**config.mk**
```make
export PLATFORM = sky130hd
export DESIGN_NAME = box_splitter_flat
export DESIGN_NICKNAME = d
export VERILOG_FILES = /design/src/rtl/box_pkg.sv /design/src/rtl/box_splitter_if.sv /design/src/rtl/box_slot_mux.sv /design/src/rtl/box_splitter.sv /design/src/flat_wrapper.sv
export SDC_FILE = /design/constraint.sdc
export NUM_CORES = 1
export LEC_CHECK = 0
export ABC_AREA = 1
export CAP_MARGIN = 30
export CORE_ASPECT_RATIO = 0.75
export CORE_MARGIN = 2
export CORE_UTILIZATION = 54
export CTS_BUF_LIST = sky130_fd_sc_hd__clkbuf_8 sky130_fd_sc_hd__clkbuf_16
export DETAILED_ROUTE_END_ITERATION = 8
export PLACE_DENSITY = 0.86
export SYNTH_ARGS = -nofsm -noshare
export SYNTH_HDL_FRONTEND = slang
export SYNTH_SLANG_ARGS = --single-unit
```
**constraint.sdc**
```tcl
create_clock -name clk -period 3.1 [get_ports clk]
set_clock_uncertainty 0.1 [all_clocks]
set_input_delay 0.62 -clock clk [delete_from_list [all_inputs] [get_ports clk]]
set_output_delay 0.62 -clock clk [all_outputs]
set_load 0.03 [all_outputs]
```
**src/rtl/box_pkg.sv**
```systemverilog
// box_pkg: shared widths, FSM state type and slot-select helper
// for the box splitter and the overlay drawer.
package box_pkg;

  localparam int MAX_BOX_NUM = 10;
  localparam int BOX_WIDTH   = 38;
  localparam int IDX_W       = 4;
  localparam int BUS_W       = MAX_BOX_NUM * BOX_WIDTH;

  typedef logic [BOX_WIDTH-1:0] box_t;
  typedef logic [IDX_W-1:0]     idx_t;
  typedef logic [BUS_W-1:0]     bus_t;

  typedef enum logic [1:0] {
    ST_IDLE,
    ST_LOAD,
    ST_SEND,
    ST_DONE
  } state_e;

  function automatic box_t slot_sel(bus_t all, idx_t idx);
    box_t r;
    r = '0;
    for (int k = 0; k < MAX_BOX_NUM; k++)
      if (idx == idx_t'(k))
        r = all[k*BOX_WIDTH +: BOX_WIDTH];
    return r;
  endfunction

endpackage

```
**src/rtl/box_splitter_if.sv**
```systemverilog
// box_splitter_if: serial box stream with valid/ready handshake.
// master drives the box, slave returns ready.
interface box_splitter_if;
  import box_pkg::*;

  logic box_valid_out;
  logic box_ready_in;
  box_t box_out;
  idx_t box_idx_out;
  logic box_last_out;

  modport master (
    output box_valid_out,
    output box_out,
    output box_idx_out,
    output box_last_out,
    input  box_ready_in
  );

  modport slave (
    input  box_valid_out,
    input  box_out,
    input  box_idx_out,
    input  box_last_out,
    output box_ready_in
  );

endinterface

```
**src/rtl/box_slot_mux.sv**
```systemverilog
// box_slot_mux: combinational index-to-slot selector on the flat box bus.
// Out-of-range indices select zero.
module box_slot_mux
  import box_pkg::*;
(
  input  bus_t box_all_in,
  input  idx_t idx_in,
  output box_t box_out
);

  assign box_out = slot_sel(box_all_in, idx_in);

endmodule

```
**src/rtl/box_splitter.sv**
```systemverilog
// box_splitter: snapshots the box bus on the vs_in fall and replays it as a stream.
// Define BOX_SPLITTER_SKIP_ZERO_EN to skip all-zero slots below the count.
module box_splitter
  import box_pkg::*;
(
  input  logic           clk,
  input  logic           rst_n,
  input  logic           vs_in,
  input  idx_t           box_count_in,
  input  bus_t           box_all_in,
  box_splitter_if.master bo,
  output logic           busy_out,
  output logic           frame_done_out,
  output logic           frame_drop_out
);

  state_e state_q, state_d;
  logic   vs_q;
  logic   valid_q, valid_d;
  idx_t   idx_q, idx_d;
  idx_t   cnt_q, cnt_d;
  bus_t   snap_q, snap_d;
  logic   done_q, done_d;
  logic   drop_q, drop_d;

  logic   cap;
  logic   accept;
  logic   last;
  logic   hit0, hit1;
  idx_t   nxt0, nxt1;
  idx_t   cnt_clamp;
  box_t   box_w;

  logic [MAX_BOX_NUM-1:0] use_w;
  logic [MAX_BOX_NUM-1:0] after_w;

  assign cap    = vs_q & ~vs_in;
  assign accept = valid_q & bo.box_ready_in;

  assign cnt_clamp = (box_count_in > idx_t'(MAX_BOX_NUM)) ?
                     idx_t'(MAX_BOX_NUM) : box_count_in;

  // use_w marks slots that get presented; after_w those beyond the current one
  for (genvar g = 0; g < MAX_BOX_NUM; g++) begin : g_use
    localparam idx_t GI = idx_t'(g);
`ifdef BOX_SPLITTER_SKIP_ZERO_EN
    assign use_w[g] = (GI < cnt_q) &&
                      (snap_q[g*BOX_WIDTH +: BOX_WIDTH] != '0);
`else
    assign use_w[g] = GI < cnt_q;
`endif
    assign after_w[g] = use_w[g] && (GI > idx_q);
  end

  function automatic logic [IDX_W:0] first_set(
    logic [MAX_BOX_NUM-1:0] v
  );
    logic [IDX_W:0] r;
    r = '0;
    for (int k = MAX_BOX_NUM - 1; k >= 0; k--)
      if (v[k])
        r = {1'b1, idx_t'(k)};
    return r;
  endfunction

  assign {hit0, nxt0} = first_set(use_w);
  assign {hit1, nxt1} = first_set(after_w);
  assign last = ~hit1;

  always_comb begin
    state_d = state_q;
    valid_d = valid_q;
    idx_d   = idx_q;
    snap_d  = snap_q;
    cnt_d   = cnt_q;
    done_d  = 1'b0;
    drop_d  = 1'b0;
    if (cap) begin
      snap_d = box_all_in;
      cnt_d  = cnt_clamp;
    end
    unique case (state_q)
      ST_IDLE: begin
        if (cap)
          state_d = ST_LOAD;
      end
      ST_LOAD: begin
        if (cap) begin
          drop_d = 1'b1;
        end else if (hit0) begin
          idx_d   = nxt0;
          valid_d = 1'b1;
          state_d = ST_SEND;
        end else begin
          done_d  = 1'b1;
          state_d = ST_DONE;
        end
      end
      ST_SEND: begin
        if (accept && last) begin
          valid_d = 1'b0;
          done_d  = 1'b1;
          state_d = ST_DONE;
        end else if (accept) begin
          idx_d = nxt1;
        end
        // a new frame wins; completing the last box still counts as done
        if (cap) begin
          valid_d = 1'b0;
          drop_d  = ~(accept && last);
          state_d = ST_LOAD;
        end
      end
      ST_DONE: begin
        state_d = cap ? ST_LOAD : ST_IDLE;
      end
      default: state_d = ST_IDLE;
    endcase
  end

  always_ff @(posedge clk or negedge rst_n) begin
    if (!rst_n) begin
      state_q <= ST_IDLE;
      vs_q    <= 1'b0;
      valid_q <= 1'b0;
      idx_q   <= '0;
      cnt_q   <= '0;
      snap_q  <= '0;
      done_q  <= 1'b0;
      drop_q  <= 1'b0;
    end else begin
      state_q <= state_d;
      vs_q    <= vs_in;
      valid_q <= valid_d;
      idx_q   <= idx_d;
      cnt_q   <= cnt_d;
      snap_q  <= snap_d;
      done_q  <= done_d;
      drop_q  <= drop_d;
    end
  end

  box_slot_mux u_mux (
    .box_all_in (snap_q),
    .idx_in     (idx_q),
    .box_out    (box_w)
  );

  assign bo.box_valid_out = valid_q;
  assign bo.box_out       = box_w;
  assign bo.box_idx_out   = idx_q;
  assign bo.box_last_out  = valid_q & last;

  assign busy_out       = (state_q == ST_LOAD) || (state_q == ST_SEND);
  assign frame_done_out = done_q;
  assign frame_drop_out = drop_q;

endmodule

```
**src/flat_wrapper.sv**
```systemverilog
// flat-port wrapper written by rule: the top's interface ports become plain ports
module box_splitter_flat import box_pkg::*;
  (clk, rst_n, vs_in, box_count_in, box_all_in, busy_out, frame_done_out, frame_drop_out, bo_box_valid_out, bo_box_out, bo_box_idx_out, bo_box_last_out, bo_box_ready_in);
  box_splitter_if bo_i ();
  input  logic clk;
  input  logic rst_n;
  input  logic vs_in;
  input  idx_t box_count_in;
  input  bus_t box_all_in;
  output logic busy_out;
  output logic frame_done_out;
  output logic frame_drop_out;
  output wire logic [$bits(bo_i.box_valid_out)-1:0] bo_box_valid_out;
  output wire logic [$bits(bo_i.box_out)-1:0] bo_box_out;
  output wire logic [$bits(bo_i.box_idx_out)-1:0] bo_box_idx_out;
  output wire logic [$bits(bo_i.box_last_out)-1:0] bo_box_last_out;
  input wire logic [$bits(bo_i.box_ready_in)-1:0] bo_box_ready_in;
  assign bo_box_valid_out = bo_i.box_valid_out;
  assign bo_box_out = bo_i.box_out;
  assign bo_box_idx_out = bo_i.box_idx_out;
  assign bo_box_last_out = bo_i.box_last_out;
  assign bo_i.box_ready_in = bo_box_ready_in;
  box_splitter u_core (.clk(clk), .rst_n(rst_n), .vs_in(vs_in), .box_count_in(box_count_in), .box_all_in(box_all_in), .bo(bo_i), .busy_out(busy_out), .frame_done_out(frame_done_out), .frame_drop_out(frame_drop_out));
endmodule
```
==> results.yml <==
clock_tree:
  clock_sinks: 394
  clk_latency_ns: 0.55
  cts_buffer_depth: 3
  clk_root_buffer_cell: "clkbuf_16"
  cts.htree.levels: 2
  cts_tree: "built"
  cts-buffers-inserted: 40
  clk_pin_slew_ns: 0.06
critical_path:
  cp_cell_sequence: "inv_2 > nand2_4 > nor3_4 > buf_8 > buf_6 > buf_12 > nand2_1 > nand2_1 > a21oi_2 > nand4_1 > nor2_1 > nand4_1 > buf_6"
  worstSetupEndpointType: "output pin"
  required_ns: 2.38
  reg2reg_depth: 10
  worst-path-max-fanout: 7
  crit_arrival_ns: 2.60
  critPathMaxStageDelay_ns: 0.41
  slowest_stage: "dfrtp_1"
  setup.worst_path.class: "reg2out"
  startpoint_type: "flip-flop"
sta:
  fin_setup_tns_ns: -2.98
  worst_pin_slew_ns: 0.660
  relSlewSlack_pct: 56.0
  rsz0062_at_grt: "yes"
  finalHoldViolCount: 0
  fmax_mhz: 301
  timing.final.ws_setup_ns: -0.222
  maxSlewViolCount: 0
  min_period_ns: 3.32
  setup_viol: 38
  post-route-period-util_pct: 107
status:
  status: "finished, violations left"
  violations: "negative setup slack"
grt:
  grt_pass1_vias: 17500
  grt_max_degree: 154
  grt_pass1_wl_um: 92600
  antenna_found_initial: 3
  grt.total_usage_pct: 35.1
  grt_overflow: 0
power:
  power_density_nw_per_um2: 796
  max-vdd-ir-drop_uv: 932
  p_leak_nw: 12.8
drt:
  avgRoutedWirePerCell_um: 19.6
  drt-total-wl_um: 64100
  ant_nets: 0
  drt_iter0_markers: 2171
  route.detailed.vias_per_inst: 5.54
  vias: 18100
  first_pass_iters: 5
  drc: 0
synth:
  synth.top_cell.area_share_pct: 55.7
  synthCells: 2335
  syn_area_per_cell_sq_um: 7.58
  yosys-top-cells-area: "dfrtp_1, nand2_1, nand4_1"
  netlist_area_sq_um: 17700
  synth_cell_types: 24
  ys_ff_latch: 394
  synth_sequential_area_ratio_pct: 55.7
  syn_nets: 2727
  synth_area_leader_cell: "dfrtp_1"
  synth_warnings: 0
min_path:
  hp-class: "reg2reg"
  min_path_cells: 2
placement:
  hpwl_um: 41500
  portBuffers: 434
  routabilityCongestion: 0.953
  place_area_sq_um: 22500
final_layout:
  syn2layout_area_growth_pct: 44.5
  finalNetCount: 3185
  mostFrequentLayoutCell: "nand2_1"
  final_cell_mix: "nand2_1, clkdlybuf4s50_1, dfrtp_1"
  layout-drive-gt1-share_pct: 13.7
  final_area_sq_um: 25600
floorplan:
  num_rows: 57
  io_pins: 435
  die_h_um: 161
  design.core.area_sq_um: 32300
  dieWidth_um: 213
  initial_utilization_pct: 54.8
  dieArea_sq_um: 34300
job:
  drv_cap: 0
-- layout make-up --
cell class / instances / area (sq um)
fillers: 2059 / 6740
clock inverters: 18 / 104
well taps: 442 / 553
clock buffers: 56 / 1230
inverters: 65 / 280
diodes: 2 / 5.00
flip-flops and latches: 394 / 9860
repair buffers: 540 / 5780
multi-input cells: 1750 / 7740
repair inverters: 2 / 11.3
-- stage by stage --
step / total power [mW] / std cells / utilization (%) / hold WS, ns / setup slack (ns)
detailed placement: 13.0 / 3137 / 69.7 / 0.354 / 0.126
floorplan: 9.91 / 2335 / - / 0.224 / 0.444
finish: 20.4 / 3269 / 79.2 / 0.372 / -0.222
global route: 21.1 / 3268 / 79.1 / 0.387 / -0.246
CTS: 19.0 / 3229 / 75.8 / 0.369 / -0.0669
global placement: 12.9 / 3137 / 69.7 / 0.348 / 0.175
-- kinds of logic (layout without fill, tap and decap cells) --
| logic type | Yosys count | after routing | share of synthesized area, % |
|---|---|---|---|
| AOI/OAI and AO/OA | 97 | 97 | 2.78 |
| other | 0 | 2 | 0 |
| and+or+nand+nor | 1649 | 1649 | 36.6 |
| DFF | 394 | 394 | 55.7 |
| buffers and inverters | 191 | 681 | 4.67 |
| adders and majority gates | 4 | 4 | 0.283 |
-- registers in the layout (all words and copies together), names as in the netlist --
| name | count |
|---|---|
| u_core.bo.box_valid_out | 1 |
| u_core.state_q | 2 |
| u_core.frame_done_out | 1 |
| u_core.bo.box_idx_out | 4 |
| u_core.cnt_q | 4 |
| u_core.frame_drop_out | 1 |
| u_core.vs_q | 1 |
| u_core.snap_q | 380 |
-- worst paths after layout --
kind,start,to,slack [ns]
worst max-delay path,u_core.bo.box_idx_out[2]$_DFFE_PN0P_,bo_box_out[19],-0.22
worst min-delay path,u_core.snap_q[329]$_DFFE_PN0P_,u_core.snap_q[329]$_DFFE_PN0P_,0.37
worst max register to register,u_core.bo.box_idx_out[2]$_DFFE_PN0P_,u_core.bo.box_idx_out[3]$_DFFE_PN0P_,0.91
worst min register to register,u_core.snap_q[329]$_DFFE_PN0P_,u_core.snap_q[329]$_DFFE_PN0P_,0.37
max in group asynchronous,rst_n,u_core.snap_q[299]$_DFFE_PN0P_,1.50
min in group asynchronous,rst_n,u_core.snap_q[10]$_DFFE_PN0P_,0.52
-- metal layers --
metal	up-vias	global-route usage [%]	part of all wire (%)
met5	-	0	0.019
met4	2	17.9	5.5
met3	221	4.91	9.2
met2	1117	56.9	47
met1	8642	46.6	38
li1	8116	-	-
-- power by group --
group / switching (mW) / internal (mW) / total, mW
combinational: 5.31 / 3.85 / 9.16
clock: 2.11 / 2.79 / 4.90
sequential: 0.491 / 5.82 / 6.31
-- worst max-delay path: cells and delay by family, from the launching register on --
family	cells	cell delay [ns]
AOI/OAI and AO/OA	1	0.11
and+or+nand+nor	7	0.84
DFF	1	0.41
buffers and inverters	5	0.68
-- cells in the mapped netlist --
cell,count
nand4_1,74
buf_6,4
nor2_1,89
buf_4,1
o21ai_0,56
nand3_2,1
o21ai_1,10
dfrtp_1,394
nand2_1,1427
nand2_2,4
buf_2,61
clkbuf_1,59
ha_1,4
inv_1,58
nor3_1,5
nor2_2,3
clkinv_1,1
o21ai_2,1
buf_1,1
inv_2,6
a21oi_1,29
nand3_1,45
nor2_4,1
a22oi_1,1
-- what timing repair did --
action / CTS / global route
buffers inserted: 15 / 30
endpoints found under the hold margin: 54 / 0
hold buffers: 1 / 0
resized for setup: 137 / 186
endpoints found under the setup margin: 39 / 39
pin swaps: 39 / 91
cloned: 3 / 13
(Power assumes the default switching activity.)
